### src/rtl/tank_sprite_sched_pkg.sv
// Shared types for the two-tank sprite scheduler:
// coordinate widths, FSM encoding and the tank state record.
package tank_sprite_sched_pkg;

  localparam int COORD_W   = 10;
  localparam int SPRITE_SZ = 16;
  localparam int IDX_W     = $clog2(SPRITE_SZ);

  typedef enum logic [1:0] {
    S_IDLE,
    S_LOOK0,
    S_LOOK1
  } state_e;

  typedef struct packed {
    logic [COORD_W-1:0] x;
    logic [COORD_W-1:0] y;
    logic               dir;
    logic               flip;
    logic               vis;
  } tank_t;

endpackage

### src/rtl/tank_sprite_sched_box.sv
// Bounding-box test of one pixel against one tank;
// yields glyph index when the pixel lies inside the 16x16 box.
module tank_box_test
  import tank_sprite_sched_pkg::*;
(
  input  logic [COORD_W-1:0] hc,
  input  logic [COORD_W-1:0] vc,
  input  tank_t              tank,
  output logic               inbox,
  output logic [IDX_W-1:0]   gx,
  output logic [IDX_W-1:0]   gy
);

  logic [COORD_W:0] dx;
  logic [COORD_W:0] dy;

  // Extra top bit is the borrow: set means pixel left/above the tank
  always_comb begin
    dx    = {1'b0, hc} - {1'b0, tank.x};
    dy    = {1'b0, vc} - {1'b0, tank.y};
    gx    = dx[IDX_W-1:0];
    gy    = dy[IDX_W-1:0];
    inbox = tank.vis
          & ~dx[COORD_W] & ~dy[COORD_W]
          & (dx[COORD_W-1:IDX_W] == '0)
          & (dy[COORD_W-1:IDX_W] == '0);
  end

endmodule

### src/rtl/tank_sprite_sched.sv
// Shares one tank glyph ROM between two tanks per pixel,
// with frame-synchronous state commit and collision flag.
module tank_sprite_sched
  import tank_sprite_sched_pkg::*;
(
  input  logic               clk,
  input  logic               reset,
  input  logic               wr_en,
  input  logic               wr_tank,
  input  logic [COORD_W-1:0] wr_x,
  input  logic [COORD_W-1:0] wr_y,
  input  logic               wr_dir,
  input  logic               wr_flip,
  input  logic               wr_vis,
  input  logic               frame_start,
  input  logic               pixel_valid,
  input  logic [COORD_W-1:0] hcount,
  input  logic [COORD_W-1:0] vcount,
  output logic [IDX_W-1:0]   glyph_x,
  output logic [IDX_W-1:0]   glyph_y,
  output logic               glyph_dir,
  output logic               glyph_flip,
  input  logic               glyph_pixel,
  output logic               pix_valid,
  output logic               pix_on,
  output logic               pix_tank,
  output logic               collide,
  output logic               overrun
);

  state_e             state_q, state_d;
  tank_t [1:0]        sh_q, sh_d;
  tank_t [1:0]        act_q, act_d;
  logic [COORD_W-1:0] hc_q, hc_d;
  logic [COORD_W-1:0] vc_q, vc_d;
  logic               hit0_q, hit0_d;
  logic               acc_q, acc_d;
  logic               pv_q, pv_d;
  logic               on_q, on_d;
  logic               tk_q, tk_d;
  logic               col_q, col_d;
  logic               ovr_q, ovr_d;

  tank_t              cur;
  logic               inbox;
  logic [IDX_W-1:0]   gx;
  logic [IDX_W-1:0]   gy;
  logic               hit;
  logic               both;

  assign cur = (state_q == S_LOOK1) ? act_q[1] : act_q[0];

  tank_box_test u_box (
    .hc    (hc_q),
    .vc    (vc_q),
    .tank  (cur),
    .inbox (inbox),
    .gx    (gx),
    .gy    (gy)
  );

  always_comb begin
    state_d    = state_q;
    sh_d       = sh_q;
    act_d      = act_q;
    hc_d       = hc_q;
    vc_d       = vc_q;
    hit0_d     = hit0_q;
    acc_d      = acc_q;
    col_d      = col_q;
    ovr_d      = ovr_q;
    pv_d       = 1'b0;
    on_d       = 1'b0;
    tk_d       = 1'b0;
    glyph_x    = '0;
    glyph_y    = '0;
    glyph_dir  = 1'b0;
    glyph_flip = 1'b0;
    both       = 1'b0;
    hit        = inbox & glyph_pixel;

    if (wr_en) begin
      sh_d[wr_tank].x    = wr_x;
      sh_d[wr_tank].y    = wr_y;
      sh_d[wr_tank].dir  = wr_dir;
      sh_d[wr_tank].flip = wr_flip;
      sh_d[wr_tank].vis  = wr_vis;
    end
    // Commit sees a same-cycle write
    if (frame_start) act_d = sh_d;

    unique case (state_q)
      S_IDLE: begin
        if (pixel_valid) begin
          hc_d    = hcount;
          vc_d    = vcount;
          state_d = S_LOOK0;
        end
      end
      S_LOOK0: begin
        glyph_x    = gx;
        glyph_y    = gy;
        glyph_dir  = cur.dir;
        glyph_flip = cur.flip;
        hit0_d     = hit;
        ovr_d      = ovr_q | pixel_valid;
        state_d    = S_LOOK1;
      end
      S_LOOK1: begin
        glyph_x    = gx;
        glyph_y    = gy;
        glyph_dir  = cur.dir;
        glyph_flip = cur.flip;
        both       = hit0_q & hit;
        pv_d       = 1'b1;
        on_d       = hit0_q | hit;
        tk_d       = ~hit0_q & hit;
        if (pixel_valid) begin
          hc_d    = hcount;
          vc_d    = vcount;
          state_d = S_LOOK0;
        end else begin
          state_d = S_IDLE;
        end
      end
      default: state_d = S_IDLE;
    endcase

    if (frame_start) begin
      col_d = acc_q | both;
      acc_d = 1'b0;
    end else begin
      acc_d = acc_q | both;
    end
  end

  always_ff @(posedge clk) begin
    if (reset) begin
      state_q <= S_IDLE;
      sh_q    <= '0;
      act_q   <= '0;
      hc_q    <= '0;
      vc_q    <= '0;
      hit0_q  <= 1'b0;
      acc_q   <= 1'b0;
      pv_q    <= 1'b0;
      on_q    <= 1'b0;
      tk_q    <= 1'b0;
      col_q   <= 1'b0;
      ovr_q   <= 1'b0;
    end else begin
      state_q <= state_d;
      sh_q    <= sh_d;
      act_q   <= act_d;
      hc_q    <= hc_d;
      vc_q    <= vc_d;
      hit0_q  <= hit0_d;
      acc_q   <= acc_d;
      pv_q    <= pv_d;
      on_q    <= on_d;
      tk_q    <= tk_d;
      col_q   <= col_d;
      ovr_q   <= ovr_d;
    end
  end

  assign pix_valid = pv_q;
  assign pix_on    = on_q;
  assign pix_tank  = tk_q;
  assign collide   = col_q;
  assign overrun   = ovr_q;

endmodule

### config.mk
export PLATFORM = sky130hd
export DESIGN_NAME = tank_sprite_sched
export DESIGN_NICKNAME = d
export VERILOG_FILES = /design/src/rtl/tank_sprite_sched_pkg.sv /design/src/rtl/tank_sprite_sched_box.sv /design/src/rtl/tank_sprite_sched.sv
export SDC_FILE = /design/constraint.sdc
export NUM_CORES = 1
export LEC_CHECK = 0
export ABC_CLOCK_PERIOD_IN_PS = 4350
export CORE_MARGIN = 5
export CORE_UTILIZATION = 35
export DETAILED_ROUTE_END_ITERATION = 16
export PLACE_DENSITY = 0.6
export SLEW_MARGIN = 10
export SYNTH_ARGS = -nofsm -noshare
export SYNTH_HDL_FRONTEND = slang
export SYNTH_SLANG_ARGS = --single-unit
### constraint.sdc
create_clock -name clk -period 4.35 [get_ports clk]
set_input_delay 0.6525 -clock clk [delete_from_list [all_inputs] [get_ports clk]]
set_output_delay 0.6525 -clock clk [all_outputs]
set_load 0.02 [all_outputs]
# After elaboration in Yosys (flattened, before gate mapping)
# Cells that the tools add are included.
# totals
register_bits	121
output_inout_bits	15
in_bits	50
# op_classes
n_mux	26
n_addsub	2
n_lt_le_gt_ge	2
bitwise_logic	14
n_reduce_logical	9
eq_ne	3
# ops
cell	count
$bwmux W46	5
$demux W23 S1	5
$mux W23	2
$mux W46	1
$sub A10 B10 Y11	2
$mux W13	1
$logic_not A6 Y1	2
$mux W4	2
$reduce_or A2 Y1	4
$and A1 B1 Y1	7
$mux W1	6
$pmux W2 S3	1
$mux W2	2
$not A1 Y1	4
$mux W3	1
$or A1 B1 Y1	3
$eq A2 B1 Y1 const B	1
$eq A2 B2 Y1 const B	1
$logic_not A2 Y1	1
$lt A1 B2 Y1 const B	1
$ne A2 B2 Y1 const B	1
$reduce_and A2 Y1	1
$ge A1 B1 Y1 const B	1
$logic_and A1 B1 Y1	1

# Longest topological paths before layout
# Gate-level depths: netlist (run 1).
# depth
depth_word	12
mapped_depth	13

# Cells and area by module
# A second synthesis (run 1) with hierarchy kept.
# unflattened
cells_unflattened	615
area_unflattened_um2	5601.6
# by_module_without_submodules
module	instances	area_each_um2	cells_per_inst
tank_sprite_sched	1	4566.9	466
tank_box_test	1	1034.7	149

# Worst setup path before layout (run 1)
# OpenSTA, ideal clock, no wires.
# synth_timing
path_kind	register to output
startpoint	register state_q[0]
endpoint	output port glyph_x[3]
arrival_ps	2747
setup_slack_ps	951
path_stages_with_launch	10
cell_sequence	dfxtp_1 inv_1 ha_1 buf_2 buf_1 mux2i_1 ha_1 nor2b_1 o31a_1 a211oi_1
# synth_between
elab_chain_cells	4
word_cells_on_any_way	6
classes_between	1 x add/sub; 2 x eq/ne; 2 x mux; 1 x reduce/logical
# synth_lines
item	line	text
start, declared	tank_sprite_sched.sv:31	state_e state_q, state_d;
start signal, assigned	tank_sprite_sched.sv:152	state_q <= state_d;
$eq A2 B2 Y1	tank_sprite_sched.sv:51, tank_sprite_sched.sv:92	
$mux W23	tank_sprite_sched.sv:51	assign cur = (state_q == S_LOOK1) ? act_q[1] : act_q[0];
$sub A10 B10 Y11	tank_sprite_sched_box.sv:19	dx = {1'b0, hc} - {1'b0, tank.x};
$mux W4 *	tank_sprite_sched.sv:92	unique case (state_q)
end, declared	tank_sprite_sched.sv:19	output logic [IDX_W-1:0] glyph_x,
# Mark *: on every way between the ends. The rest lies on a longest branch, timed or not.

# Final worst setup path (run 1)
# Same ends and word-level chain as after synthesis.

==> results of run 1 <==
## critical path: stages, from the launching register on
cell,delay (ps)
dfxtp_1,340
inv_1,110
ha_1,210
buf_12,240
mux2i_1,320
ha_1,280
nor2b_1,150
o31a_1,290
a211oi_1,300
clkdlybuf4s50_1,660
## cell families after synthesis
family	share of synthesized area (%)
compound gates	22.5
fa+ha+maj	6.51
mux	4.69
buf+inv	3.79
flops	44.7
simple gates	17.4
xor+xnor	0.323
## worst min-delay path by stage
stage                 to  slack (ps)  cells after the start
2_1_floorplan      acc_q         430                      2
3_3_place_gp       acc_q         440                      2
3_5_place_dp    sh_q[20]         450                      2
4_1_cts         sh_q[20]         460                      2
5_1_grt        act_q[34]         480                      1
6_report        sh_q[44]         460                      2
## layout make-up
cell class              count  area (sq um)
flip-flops and latches    121          2420
clock buffers              22           484
well taps                 188           235
clock inverters            10           116
inverters                  18          67.6
fillers                  1461          8390
multi-input cells         446          2790
repair buffers             70           693
## through the flow
step | setup WS, ps | cell area, sq um | util (%) | instances | hold WS [ps]
3_3_place_gp | 867 | 6210 | 40.9 | 843 | 441
4_1_cts | 359 | 6810 | 44.8 | 875 | 463
5_1_grt | 125 | 6810 | 44.8 | 875 | 481
6_report | 383 | 6810 | 44.8 | 875 | 461
2_1_floorplan | 951 | 5420 | - | 621 | 426
3_5_place_dp | 718 | 6210 | 40.9 | 843 | 454
## power by group
| part | leakage (nW) | internal (mW) | switching, mW |
|---|---|---|---|
| clock network | 0.292 | 0.902 | 0.507 |
| registers | 0.994 | 1.18 | 0.0361 |
| logic | 1.42 | 0.233 | 0.309 |
## placed cells by master (no fill, tap or decap), types with 3 or more instances in the layout
| cell type | count |
|---|---|
| clkinv_2 | 3 |
| mux2i_1 | 22 |
| a211oi_1 | 7 |
| o22a_1 | 47 |
| and3b_1 | 3 |
| dfxtp_1 | 121 |
| nor3_1 | 4 |
| and2_1 | 3 |
| a31oi_1 | 3 |
| o21ai_0 | 11 |
| o21a_1 | 5 |
| nor3b_1 | 3 |
| nor2b_1 | 7 |
| ha_1 | 25 |
| nor2_1 | 23 |
| nand3_1 | 7 |
| clkbuf_8 | 4 |
| mux2_2 | 3 |
| buf_4 | 5 |
| a21oi_1 | 75 |
| clkdlybuf4s50_1 | 63 |
| inv_1 | 18 |
| clkbuf_16 | 17 |
| nand2_1 | 142 |
| nand2b_1 | 4 |
| o211ai_1 | 5 |
## layer usage
metal	GRT usage, %	part of all wire (%)
met1	19.9	44
met2	28.7	50
met3	3.90	4.4
met4	6.28	1.7
met5	0	0
## flip-flops by register name (all words and copies together), names as in the netlist
signal / count
act_q: 46
pix_on: 1
overrun: 1
state_q: 2
hc_q: 10
pix_tank: 1
sh_q: 46
acc_q: 1
vc_q: 10
collide: 1
hit0_q: 1
pix_valid: 1
==> key figures, run 1 <==
CTS
  – Clock latency on the worst-skew pair: 430 ps
  – Setup Buffers After CTS: 0
  – CTS HTree Levels: 4
  – Clk pin slew, worst setup/hold paths: approximately 50 ps
  – Number of CTS-inserted buffers: 17
  – Cts hold-fix bufs: 0
  – CTS Root Cell: clkbuf_16
  – Clock sinks: approximately 120
  – CTS tree: yes
  – Resize count post-CTS: 0
  – CTS max path bufs: 2

Die
  – Ports: 65
  – Die Area: around 18000 sq um
  – Die H: between 100 and 150 um
  – Chip Width: 134 um
  – Cell Rows: 45
  – Initial Util: 35.6%
  – Area of the core: ~15000 sq um

Global routing
  – Vias in the first global route: 4566
  – Largest net degree at the start of global routing: 52
  – Grt ovf: 0
  – First-pass GRT wire length: about 23 mm
  – GRT Util Overall: 16.6%
  – Initial antenna violation count: 0

Drt
  – Via density: roughly 5.3
  – Pre-antenna DRT Iters: 6
  – Vias: between 4k and 5k
  – Initial DRC Count: ~380
  – Final antenna-violating net count: 0
  – Routed WL: ~15 mm
  – DRC viols: 0
  – Avg WL per Cell: 16.8 um

Yosys
  – Synth top cells by count: nand2_1, dfxtp_1, a21oi_1
  – Synth Instances: around 620
  – Cell taking the most area after synthesis: dfxtp_1
  – Seq cells post-synth: roughly 120
  – Synth unique cells: a little under 60
  – Sequential cell area fraction in the yosys report: between 40% and 50%
  – Synth Warn #: 0
  – Post-synth top flop: dfxtp_1
  – Syn Area/Cell: 8.72 sq um
  – Top-count cell post-synth: nand2_1
  – Syn_nets: approximately 700
  – Post-Syn Area: about 5400 sq um
  – Post-synth ARST share: 0%
  – Post-synth EDFFs: 0
  – Post-synth top area share: between 40 and 50%
  – Most area-consuming cells after synthesis: dfxtp_1, nand2_1, o22a_1

Critical path
  – Worst setup path start: state_q[0]
  – Worst setup path endpoint: glyph_x[3]
  – Reg-to-reg slack, setup: between 600 and 700 ps
  – Critical path startpoint category: register
  – Worst EP required: about 3700 ps
  – CP max FO: 27
  – Reg2reg end: hit0_q
  – Element type at the critical path end: output port
  – Reg2reg path depth: 13
  – Crit Reg-Reg Startpoint: state_q[0]
  – WP data arrival: between 3000 and 4000 ps
  – Critical setup path kind: register to output port

Finish
  – Area delta synth->final: 25.7%
  – Layout cell share with drive strength beyond 1: around 7.3%
  – Fin nets: about 750
  – # diodes: 0

STA
  – Setup violators final: 0
  – Setup TNS: 0 ps
  – RSZ-0062 raised after global routing: no
  – Slew Limit Fails: 0
  – Final count of hold timing violations: 0
  – Final worst-path cycle share: between 90% and 100%
  – Max Freq: between 200 and 300 MHz
  – Worst-Margin Slew: 1120 ps
  – Skew final: 7.77 ps
  – Slew headroom: 25.5%
  – Tmin final: 3970 ps

Power
  – Worst IR Drop VDD: between 0.0003 and 0.0004 V
  – Pwr Total: around 3.2 mW
  – Power per cell area: ~460 nW/um^2
  – P_leak: approximately 2.7 nW

Hold path
  – HP Class: register to register
  – Hold Path Origin: sh_q[44]

Flow run
  – Max cap viols: 0

Placed design
  – Post-DP HPWL: around 10 mm
  – I/O Buffers: 64
  – RD Place Congestion: roughly 0.9

Outcome
  – Status: complete, no violations
No activity file was read; power rests on OpenSTA's default activity.
==> run 2, diff against run 1 <==
PLACE_DENSITY = 0.53   (was 0.6)
==> run 2 against run 1 <==
Hold slack worse by 7.6 ps. Register-to-register slack gained 40 ps. Combinational power decreased by 2%. Critical path type unchanged. Highest routed layer unchanged.
==> key figures, run 2 (synthesized netlist as in run 1, its figures left out) <==
CTS
  – CTS tree: yes (unchanged)
  – CTS Root Cell: clkbuf_16 (unchanged)
  – CTS HTree Levels: 4 (unchanged)
  – Number of CTS-inserted buffers: 17 (unchanged)
  – Clk pin slew, worst setup/hold paths: 50 ps (about the same)
  – Resize count post-CTS: 0 (unchanged)
  – Cts hold-fix bufs: 0 (unchanged)
  – CTS max path bufs: 2 (unchanged)
  – Clock sinks: 121 (unchanged)
  – Clock latency on the worst-skew pair: 410 ps (was 430 ps)
  – Setup Buffers After CTS: 0 (unchanged)

Finish
  – Most frequent cells in the layout: nand2_1, dfxtp_1, a21oi_1 (unchanged)
  – Commonest non-fill, non-tap cell in the layout: nand2_1 (unchanged)
  – # diodes: 0 (unchanged)
  – Multi-input gate area: 2800 sq um (was 2790 sq um)
  – Layout cell share with drive strength beyond 1: 6.44% (was 7.28%)
  – Sequential Area: 2420 sq um (unchanged)
  – Biggest regs: act_q x46, sh_q x46 (unchanged)
  – Area delta synth->final: 25.4% (was 25.7%)
  – Fillers: 1484 (was 1461)
  – Fin nets: 752 (was 751)

STA
  – Final worst-path cycle share: 89.7% (was 91.2%)
  – Setup TNS: 0 ps (unchanged)
  – Worst-Margin Slew: 1140 ps (was 1120 ps)
  – Slew Limit Fails: 0 (unchanged)
  – PnR worst setup slack: 447 ps (was 383 ps)
  – Skew final: 8.54 ps (was 7.77 ps)
  – Setup violators final: 0 (unchanged)
  – Max Freq: 256 MHz (was 252 MHz)
  – Final count of hold timing violations: 0 (unchanged)
  – Tmin final: 3900 ps (was 3970 ps)
  – RSZ-0062 raised after global routing: no (unchanged)
  – Slew headroom: 23.7% (was 25.5%)

Global routing
  – Grt ovf: 0 (unchanged)
  – First-pass GRT wire length: 23.8 mm (was 23.3 mm)
  – Vias in the first global route: 4633 (was 4566)
  – Initial antenna violation count: 0 (unchanged)
  – GRT Util Overall: 16.8% (was 16.6%)
  – Largest net degree at the start of global routing: 74 (was 52)

Power
  – Power per cell area: 463 nW/um^2 (was 464 nW/um^2)
  – Net Switching: 0.791 mW (was 0.852 mW)
  – P_leak: 2.70 nW (was 2.71 nW)
  – Int Pwr: 2.35 mW (was 2.31 mW)
  – Clock share of power: 44.4% (was 44.5%)
  – Flop pwr share: 38.6% (was 38.3%)
  – Switch share: 25.1% (was 26.9%)
  – Worst IR Drop VDD: 0.000283 V (was 0.000349 V)
  – Gate power share: 17.0% (was 17.1%)

Critical path
  – Delay-heaviest family, CP: buffers and inverters (unchanged)
  – Max stage delay on crit path: 650 ps (was 660 ps)
  – CP max stage cell: clkdlybuf4s50_1 (unchanged)
  – Crit path top cell by count: ha_1 (unchanged)
  – Element type at the critical path end: output port (unchanged)
  – WP data arrival: 3250 ps (was 3310 ps)
  – CP max FO: 14 (was 27)
  – Critical path startpoint category: register (unchanged)
  – Worst EP required: 3700 ps (about the same)
  – CP cell instances: inv_1 -> ha_1 -> buf_4 -> mux2i_1 -> ha_1 -> o21a_1 -> o31a_1 -> a211oi_1 -> clkdlybuf4s50_1 (was inv_1 -> ha_1 -> buf_12 -> mux2i_1 -> ha_1 -> nor2b_1 -> o31a_1 -> a211oi_1 -> clkdlybuf4s50_1)
  – Worst setup path start: state_q[0] (unchanged)
  – Crit Reg-Reg Startpoint: state_q[0] (unchanged)
  – WP buf/inv: 3 (unchanged)
  – Critical setup path kind: register to output port (unchanged)

Flow run
  – Max cap viols: 0 (unchanged)

Placed design
  – Setup WS pre-CTS: 745 ps (was 718 ps)
  – I/O Buffers: 64 (unchanged)
  – RD Place Congestion: 0.909 (was 0.913)
  – Post-DP HPWL: 10.4 mm (was 10.1 mm)

Die
  – Die Area: 18100 sq um (unchanged)
  – Area of the core: 15200 sq um (unchanged)
  – Cell Rows: 45 (unchanged)
  – Die H: 134 um (unchanged)
  – Initial Util: 35.6% (unchanged)
  – Chip Width: 134 um (unchanged)
  – Ports: 65 (unchanged)

Outcome
  – Status: complete, no violations (unchanged)

Drt
  – Via density: 5.30 (was 5.29)
  – DRC viols: 0 (unchanged)
  – Avg WL per Cell: 16.7 um (was 16.8 um)
  – Initial DRC Count: 227 (was 376)
  – Vias: 4618 (was 4627)
  – Final antenna-violating net count: 0 (unchanged)
  – Routed WL: 14.6 mm (was 14.7 mm)
  – Pre-antenna DRT Iters: 4 (was 6)

Hold path
  – Hold Path Origin: vc_q[0] (was sh_q[44])
  – HP Class: register to register (unchanged)
==> run 2: path summary, 6_finish.rpt <==
check	to	slack, ps	cells after the start
setup / recovery	glyph_x[3]	450	9
hold / removal	vc_q[0]	450	2
setup reg to reg	hit0_q	700	13
hold reg to reg	vc_q[0]	450	2
==> run 2: layout make-up <==
type | count | area share, %
well taps | 188 | 3.46
flip-flops and latches | 121 | 35.7
clock buffers | 24 | 7.24
inverters | 18 | 0.995
multi-input cells | 446 | 41.2
repair buffers | 71 | 10.1
clock inverters | 3 | 1.33
==> run 2: worst min-delay path, cell delays in order (launching register included) <==
cell and delay [ps]:
dfxtp_1 300, nand2_1 50, a21oi_1 50
==> run 2: per-stage QoR <==
stage	power [mW]	hold slack [ps]	util [%]	instance area, sq um	std cells
5_1_grt	3.29	482	44.7	6790	871
6_report	3.15	454	44.7	6790	871
2_1_floorplan	1.59	426	-	5420	621
3_3_place_gp	1.76	438	40.8	6210	844
3_5_place_dp	1.77	449	40.8	6210	844
4_1_cts	3.18	457	44.7	6790	871
==> run 2: power groups by stage <==
stage,logic [mW],clock network (mW),registers (mW)
3_3_place_gp,0.521,0,1.24
3_5_place_dp,0.531,0,1.24
6_report,0.533,1.40,1.22
4_1_cts,0.535,1.43,1.22
2_1_floorplan,0.363,0,1.22
5_1_grt,0.595,1.47,1.22
==> run 2: layer usage <==
| layer | share of wire [%] | global-route usage (%) | wire, um | vias to the layer above |
|---|---|---|---|---|
| met5 | 0 | 0 | 0 | - |
| met4 | 2.5 | 7.24 | 358 | 0 |
| met3 | 4.1 | 4.09 | 604 | 26 |
| met2 | 49 | 28.8 | 7180 | 99 |
| met1 | 44 | 20.1 | 6440 | 2190 |
| li1 | - | - | - | 2303 |
